==> src/rtl/nthash_md4_if.sv <==
// Handshake and data bundle between a hash requester and nthash_md4.
// The requester drives start/block. The core returns busy/hashrdy/hash.
interface nthash_md4_if;
  logic         start;
  logic [511:0] block;
  logic         busy;
  logic         hashrdy;
  logic [127:0] hash;

  modport master (
    output start,
    output block,
    input  busy,
    input  hashrdy,
    input  hash
  );

  modport slave (
    input  start,
    input  block,
    output busy,
    output hashrdy,
    output hash
  );
endinterface

==> src/rtl/nthash_md4.sv <==
// Single-block MD4 core for NT hashes.
// It runs one step per cycle and has a fixed 50-cycle start-to-hashrdy latency.
module nthash_md4 (
  input  logic         clk,
  input  logic         reset,
  nthash_md4_if.slave  bus
);

  typedef enum logic [1:0] {
    IDLE  = 2'd0,
    RUN   = 2'd1,
    FINAL = 2'd2
  } state_t;

  localparam logic [31:0] IA = 32'h67452301;
  localparam logic [31:0] IB = 32'hEFCDAB89;
  localparam logic [31:0] IC = 32'h98BADCFE;
  localparam logic [31:0] ID = 32'h10325476;

  state_t       r_state;
  logic [5:0]   r_step;
  logic [31:0]  r_a, r_b, r_c, r_d;
  logic [127:0] r_hash;
  logic         r_hashrdy;
  logic [31:0]  r_x [16];

  logic [31:0]  w_x [16];
  logic [31:0]  w_f;
  logic [31:0]  w_kc;
  logic [3:0]   w_k;
  logic [4:0]   w_s;
  logic [31:0]  w_sum;
  logic [31:0]  w_rot;
  logic [3:0]   w_i;
  logic [31:0]  w_fa, w_fb, w_fc, w_fd;

  function automatic logic [31:0] bswap(input logic [31:0] v);
    return {v[7:0], v[15:8], v[23:16], v[31:24]};
  endfunction

  assign w_i = r_step[3:0];

  assign w_fa = r_a + IA;
  assign w_fb = r_b + IB;
  assign w_fc = r_c + IC;
  assign w_fd = r_d + ID;

  // Split the incoming block into little-endian 32-bit message words.
  always_comb begin
    for (int k = 0; k < 16; k++) begin
      w_x[k] = {bus.block[511-8*(4*k+3) -: 8],
                bus.block[511-8*(4*k+2) -: 8],
                bus.block[511-8*(4*k+1) -: 8],
                bus.block[511-8*(4*k)   -: 8]};
    end
  end

  // Select round function, word index, constant and rotation for this step.
  always_comb begin
    w_f  = '0;
    w_kc = '0;
    w_k  = '0;
    w_s  = '0;
    unique case (1'b1)
      (r_step[5:4] == 2'd0): begin
        w_f  = (r_b & r_c) | (~r_b & r_d);
        w_kc = 32'h0;
        w_k  = w_i;
        unique case (w_i[1:0])
          2'd0: w_s = 5'd3;
          2'd1: w_s = 5'd7;
          2'd2: w_s = 5'd11;
          default: w_s = 5'd19;
        endcase
      end
      (r_step[5:4] == 2'd1): begin
        w_f  = (r_b & r_c) | (r_b & r_d) | (r_c & r_d);
        w_kc = 32'h5A827999;
        w_k  = {w_i[1:0], w_i[3:2]};
        unique case (w_i[1:0])
          2'd0: w_s = 5'd3;
          2'd1: w_s = 5'd5;
          2'd2: w_s = 5'd9;
          default: w_s = 5'd13;
        endcase
      end
      default: begin
        w_f  = r_b ^ r_c ^ r_d;
        w_kc = 32'h6ED9EBA1;
        w_k  = {w_i[0], w_i[1], w_i[2], w_i[3]};
        unique case (w_i[1:0])
          2'd0: w_s = 5'd3;
          2'd1: w_s = 5'd9;
          2'd2: w_s = 5'd11;
          default: w_s = 5'd15;
        endcase
      end
    endcase
  end

  assign w_sum = r_a + w_f + r_x[w_k] + w_kc;
  assign w_rot = (w_sum << w_s) | (w_sum >> (6'd32 - {1'b0, w_s}));

  // Capture the message words when a new hash is accepted.
  always_ff @(posedge clk) begin
    if (r_state == IDLE && bus.start) begin
      for (int k = 0; k < 16; k++) begin
        r_x[k] <= w_x[k];
      end
    end
  end

  // Main FSM: load, 48 compression steps, then finalize and publish.
  always_ff @(posedge clk or posedge reset) begin
    if (reset) begin
      r_state   <= IDLE;
      r_step    <= '0;
      r_a       <= '0;
      r_b       <= '0;
      r_c       <= '0;
      r_d       <= '0;
      r_hash    <= '0;
      r_hashrdy <= 1'b0;
    end else begin
      r_hashrdy <= 1'b0;
      case (r_state)
        IDLE: begin
          if (bus.start) begin
            r_a     <= IA;
            r_b     <= IB;
            r_c     <= IC;
            r_d     <= ID;
            r_step  <= '0;
            r_state <= RUN;
          end
        end
        RUN: begin
          r_a    <= r_d;
          r_b    <= w_rot;
          r_c    <= r_b;
          r_d    <= r_c;
          r_step <= r_step + 6'd1;
          if (r_step == 6'd47) begin
            r_state <= FINAL;
          end
        end
        FINAL: begin
          r_a       <= w_fa;
          r_b       <= w_fb;
          r_c       <= w_fc;
          r_d       <= w_fd;
          r_hash    <= {bswap(w_fa), bswap(w_fb),
                        bswap(w_fc), bswap(w_fd)};
          r_hashrdy <= 1'b1;
          r_state   <= IDLE;
        end
        default: r_state <= IDLE;
      endcase
    end
  end

  assign bus.busy    = (r_state != IDLE);
  assign bus.hashrdy = r_hashrdy;
  assign bus.hash    = r_hash;

endmodule

==> src/flat_wrapper.sv <==
// flat-port wrapper written by rule: the top's interface ports become plain ports
module nthash_md4_flat 
  (clk, reset, bus_start, bus_block, bus_busy, bus_hashrdy, bus_hash);
  nthash_md4_if bus_i ();
  input  logic clk;
  input  logic reset;
  input wire logic [$bits(bus_i.start)-1:0] bus_start;
  input wire logic [$bits(bus_i.block)-1:0] bus_block;
  output wire logic [$bits(bus_i.busy)-1:0] bus_busy;
  output wire logic [$bits(bus_i.hashrdy)-1:0] bus_hashrdy;
  output wire logic [$bits(bus_i.hash)-1:0] bus_hash;
  assign bus_i.start = bus_start;
  assign bus_i.block = bus_block;
  assign bus_busy = bus_i.busy;
  assign bus_hashrdy = bus_i.hashrdy;
  assign bus_hash = bus_i.hash;
  nthash_md4 u_core (.clk(clk), .reset(reset), .bus(bus_i));
endmodule
==> config.mk <==
export PLATFORM = sky130hd
export DESIGN_NAME = nthash_md4_flat
export DESIGN_NICKNAME = d
export VERILOG_FILES = /design/src/rtl/nthash_md4_if.sv /design/src/rtl/nthash_md4.sv /design/src/flat_wrapper.sv
export SDC_FILE = /design/constraint.sdc
export NUM_CORES = 2
export LEC_CHECK = 0
export ABC_AREA = 1
export BUFFER_PORTS_ARGS = -buffer_cell sky130_fd_sc_hd__buf_2
export CORE_MARGIN = 4
export CORE_UTILIZATION = 62
export DETAILED_ROUTE_END_ITERATION = 12
export PLACE_DENSITY = 0.93
export SKIP_LAST_GASP = 1
export SLEW_MARGIN = 0
export SYNTH_ARGS = -nofsm -noshare
export SYNTH_HDL_FRONTEND = slang
export SYNTH_SLANG_ARGS = --single-unit
==> constraint.sdc <==
create_clock -name clk -period 28.9 [get_ports clk]
set_clock_uncertainty 0.1 [all_clocks]
set_input_delay 4.335 -clock clk [delete_from_list [all_inputs] [get_ports clk]]
set_output_delay 4.335 -clock clk [all_outputs]
set_load 0.01 [all_outputs]
# Yosys cells after proc, flatten, opt, wreduce, memory -nomap -nowiden
# Memories as Yosys holds them, arrays and structs flattened.
# Index checks and enable logic that the tools add are counted.
# word_totals
register_bits,265
ram_bits,512
out_inout_bits,130
elab_cells,72
mem_count,1
# op_classes
add_sub_neg,9
n_eq_ne,8
shifts,2
n_mux,23
bitwise,11
reduce_logical,10
# memory_table
name,words,word_bits,read_ports,rd_clocked_by_memory_dff,write_ports,line_no,text
u_core.r_x,16,32,1,0,16,nthash_md4.sv:25,logic [31:0] r_x [16];
# ops
op,count
one-hot mux 32 bit (3 select lines),4
AND 32 bit,4
2-to-1 mux 32 bit,4
bitwise OR 32 bit,4
adder 32 bit,2
adder 32 bit (second input constant),2
one-hot mux 32 bit (2 select lines),1
bitwise XOR 32 bit,2
one-hot mux 31 bit (2 select lines),1
adder 32 x 29 -> 32 bit (second input constant),1
adder 32 x 31 -> 32 bit,1
adder 32 x 31 -> 32 bit (second input constant),1
NOT 32 bit,1
left shift 32 x 5 -> 32 bit,1
>> shifter 32 x 6 -> 32 bit,1
one-hot mux 4 bit (3 select lines),2
one-hot mux 5 bit (3 select lines),1
one-hot mux 6 bit (2 select lines),1
one-hot mux 5 bit (2 select lines),1
one-hot mux 4 bit (2 select lines),1
adder 6 x 1 -> 6 bit (second input constant),1
== test 2 x 1 -> 1 bit (second input constant),3
== test 6 bit (second input constant),1
zero test 2 bit,3
12 further kinds,19

# Logic depth before layout (Yosys ltp)
# depth
word_depth,10
ltp_mapped,38
depth_no_buf,36

# Worst setup path after synthesis
# No wires, ideal clock.
# synth_timing
path_type,input -> register
startpoint,input bus_start
endpoint,memory u_core.r_x[0][0] (enable)
t_arrival_ns,14.300
t_required_ns,27.941
path_slack_ns,13.640
stages,2
path_buffers,0
cell_sequence,nand2_1 > inv_1
# synth_lines
element,line_no,text
start: declaration,flat_wrapper.sv:7,input wire logic [$bits(bus_i.start)-1:0] bus_start;
end: declaration,nthash_md4.sv:25,

# Worst setup path in the final report
# layout_timing
startpoint,register u_core.r_step[5]
endpoint,register u_core.r_b[12]
# layout_via
elab_chain_len,8
elab_cells_between_ends,15
cone_classes,4 x add/sub; 1 x eq/ne; 2 x shift; 5 x mux; 1 x bitwise; 1 x reduce/logical; 1 x memory
# layout_rtl
element,line_no,text
start: declaration,nthash_md4.sv:21,logic [5:0] r_step;
start signal: assignment,nthash_md4.sv:142,r_step <= r_step + 6'd1;
== test 2 x 1 -> 1 bit or zero test 2 bit (tied branches),"nthash_md4.sv:76, nthash_md4.sv:65",
one-hot mux 32 bit (2 select lines) or one-hot mux 4 bit (2 select lines) (tied branches),nthash_md4.sv:64,unique case (1'b1)
adder 32 bit or memory (16 x 32 bit) (tied branches),n/a,
adder 32 bit,nthash_md4.sv:101,assign w_sum = r_a + w_f + r_x[w_k] + w_kc;
adder 32 x 31 -> 32 bit,nthash_md4.sv:101,
>> shifter 32 x 6 -> 32 bit or left shift 32 x 5 -> 32 bit (tied branches),nthash_md4.sv:102,"assign w_rot = (w_sum << w_s) | (w_sum >> (6'd32 - {1'b0, w_s}));"
bitwise OR 32 bit *,nthash_md4.sv:102,
one-hot mux 32 bit (3 select lines) *,nthash_md4.sv:126,case (r_state)
end signal: assignment,nthash_md4.sv:139,r_b <= w_rot;
end signal: assignment,nthash_md4.sv:149,r_b <= w_fb;
end: declaration,nthash_md4.sv:22,"logic [31:0] r_a, r_b, r_c, r_d;"
# Mark *: on every way between the ends. The rest lies on a longest branch, timed or not.
# A chain may end at the register's enable or synchronous reset.

==> results.json <==
{
  "worstSetupStartpointType": "flop",
  "cts_tree": "built",
  "ioPinCount": 645,
  "drive_gt1_share_pct": 16.8,
  "worstPathRequired_ns": 29.33,
  "cts_sinks": 777,
  "final_max_slew_viol_count": 0,
  "dp.cells": 5703,
  "synth_ff_type": "edfxtp_1",
  "synth_fp_nets": 5030,
  "wl_um": 155000,
  "drv_cap": 0,
  "drcViolationCount": 0,
  "core_mm2": 0.0646,
  "critPathMaxStageDelay_ns": 1.02,
  "rsz0062_at_grt": "no",
  "ctsHoldBuffers": 0,
  "use_met1_pct": 51.8,
  "final_min_period_over_clock_period_pct": 31.0,
  "timing.rr.start": "u_core.r_step[5]",
  "grt_pass1_wl_um": 220000,
  "yosysSeqAreaShare_pct": 54.2,
  "rrSetupSlack_ns": 19.93,
  "path_depth": 33,
  "fin_nets": 5584,
  "start_util_pct": 62.8,
  "startpoint": "u_core.r_step[5]",
  "drt_pass1_iterations": 8,
  "wl_per_cell_um": 26.1,
  "status": "finished, final reports clean",
  "fin_tns_setup_ns": 0,
  "vias": 37900,
  "path_class": "flop to flop",
  "clk_pin_slew_ns": 0.06,
  "synth_edf_count": 512,
  "mostFrequentLayoutCell": "nand2_1",
  "die_h_um": 264,
  "clk_latency_ns": 0.68,
  "worst_pin_slew_ns": 1.22,
  "yosys_warnings": 0,
  "critPathCapture": "u_core.r_b[12]",
  "hold_path.class": "flop to flop",
  "final_cell_area_mm2": 0.0472,
  "fp.dieW_um": 264,
  "path_delay_family": "simple AND/OR/NAND/NOR gates",
  "gr-total-overflow": 0,
  "placed_area_mm2": 0.0444,
  "rows": 93,
  "synth_cell_type_count": 50,
  "r2r-end": "u_core.r_b[12]",
  "clockRootBuffer": "clkbuf_16",
  "die_area_mm2": 0.0696,
  "final_cell_mix": "nand2_1, buf_2, nand3_1",
  "path_buf_inv": 6,
  "max-slew-margin-rel_pct": 18.8,
  "cts_buffer_depth": 3,
  "grtUsageMet3_pct": 11.4,
  "finalCriticalPeriod_ns": 8.97,
  "post_cts_buffers": 0,
  "syn_area_per_cell_um2": 9.27,
  "final-hold-violation-count": 0,
  "area_delta_synth_final_pct": 16.4,
  "rr_worst_depth": 33,
  "drtIter0Drc": 6686,
  "grt_max_degree": 208,
  "crit_top_cell": "nand2_1",
  "h-tree-depth": 3,
  "ant_nets": 0,
  "async_reset_ff_share_pct": 34.1,
  "hpwl_um": 107000,
  "cts_buffers": 81,
  "cp-end-kind": "flop",
  "grt_pass1_vias": 35600,
  "synthesis.area_mm2": 0.0406,
  "post_cts_resized": 0,
  "cpMaxStageDelayCell": "buf_4",
  "fin_cells": 5911,
  "fmax_mhz": 111,
  "crit_path_max_fanout": 109,
  "nFillCells": 4319,
  "use_met2_pct": 65.0,
  "yosys_register_bits": 777,
  "finalSetupViolations": 0,
  "synthCells": 4377,
  "track_usage_pct": 41.8,
  "place.gp.congestion": 1.02,
  "critPathArrivalTime_ns": 9.40,
  "port_buffers": 644,
  "vias_per_cell": 6.41,
  "antenna_found_initial": 62,
  "grt-busiest-layer": "met2"
}
-- per-layer routing --
| layer | vias to the layer above | share of wire, % |
|---|---|---|
| li1 | 16100 | - |
| met4 | 12 | 9.0 |
| met5 | - | 0.052 |
| met1 | 17500 | 33 |
| met2 | 3544 | 45 |
| met3 | 749 | 14 |
-- registers in the layout, summed over array words and instances (netlist names) --
register            flops
u_core.r_x            512
u_core.bus.hash       128
u_core.r_a             32
u_core.r_b             32
u_core.r_c             32
u_core.r_d             32
u_core.r_step           6
u_core.r_state          2
u_core.bus.hashrdy      1
-- cell families (layout without fill, tap and decap cells) --
logic type                 count (synthesis)  in the layout  share of synthesized area [%]
buffers and inverters                    750           1365                           7.04
muxes                                     92             92                           2.27
adders and majority gates                138            138                           5.86
and+or+nand+nor                         1702           1702                           18.1
DFF                                      777            777                           54.2
AOI/OAI and AO/OA                        905            905                           12.2
other                                      0             64                              0
xor gates and xnor gates                  13             13                          0.281
-- worst min-delay path by stage --
stage / startpoint / endpoint / cells after the start
global placement: u_core.bus.hash[89] / u_core.bus.hash[89] / 2
detailed placement: u_core.bus.hash[94] / u_core.bus.hash[94] / 2
floorplan: u_core.r_a[0] / u_core.bus.hash[120] / 1
CTS: u_core.bus.hash[89] / u_core.bus.hash[89] / 2
finish: u_core.bus.hash[74] / u_core.bus.hash[74] / 2
global route: u_core.bus.hash[100] / u_core.bus.hash[100] / 2
-- Yosys cell counts, types with 20 or more instances --
cell type    n  share of area, %
o21ai_0    368               4.5
ha_1        51               1.6
nand2_1    864               8.0
dfrtp_1    265                16
nand4_1     39              0.60
o22ai_1     29              0.45
a21oi_1    349               4.3
nor2_1     201               1.9
a22oi_1     49              0.91
nor3_1      29              0.36
inv_1      520               4.8
clkbuf_1   149               1.4
mux2i_1     92               2.3
nand3_1    520               6.4
o211ai_1    38              0.70
fa_1        87               4.3
buf_2       20              0.25
edfxtp_1   512                38
buf_1       36              0.33
-- metrics by stage --
step,hold WS [ns],utilization (%),setup WS [ns]
after detailed placement,0.361,68.7,20.12
after CTS,0.379,72.9,20.37
final,0.376,73.2,19.93
after global routing,0.399,73.1,19.62
after global placement,0.358,68.7,20.20
after floorplan,0.395,-,13.64
-- worst register-to-register path, delay by kind of cell (launching register included) --
| family | cells | cell delay, ns |
|---|---|---|
| fa+ha+maj | 4 | 1.38 |
| buf+inv | 6 | 2.79 |
| flops | 1 | 0.38 |
| simple gates | 18 | 3.00 |
| compound gates | 4 | 1.06 |
| xor+xnor | 1 | 0.14 |
-- area by class of cell --
type / instances / area [um^2] / share of cell area (%)
Clock inverter: 38 / 510 / 1.08
Clock buffer: 106 / 2180 / 4.62
Sequential cell: 777 / 22000 / 46.6
Tap cell: 855 / 1070 / 2.26
Antenna cell: 64 / 160 / 0.339
Timing Repair Buffer: 679 / 3500 / 7.40
Inverter: 542 / 2060 / 4.36
Multi-Input combinational cell: 2850 / 15800 / 33.4
Power is not shown: default switching activity piles up to over one toggle a cycle in this logic, so the estimate is an artifact.
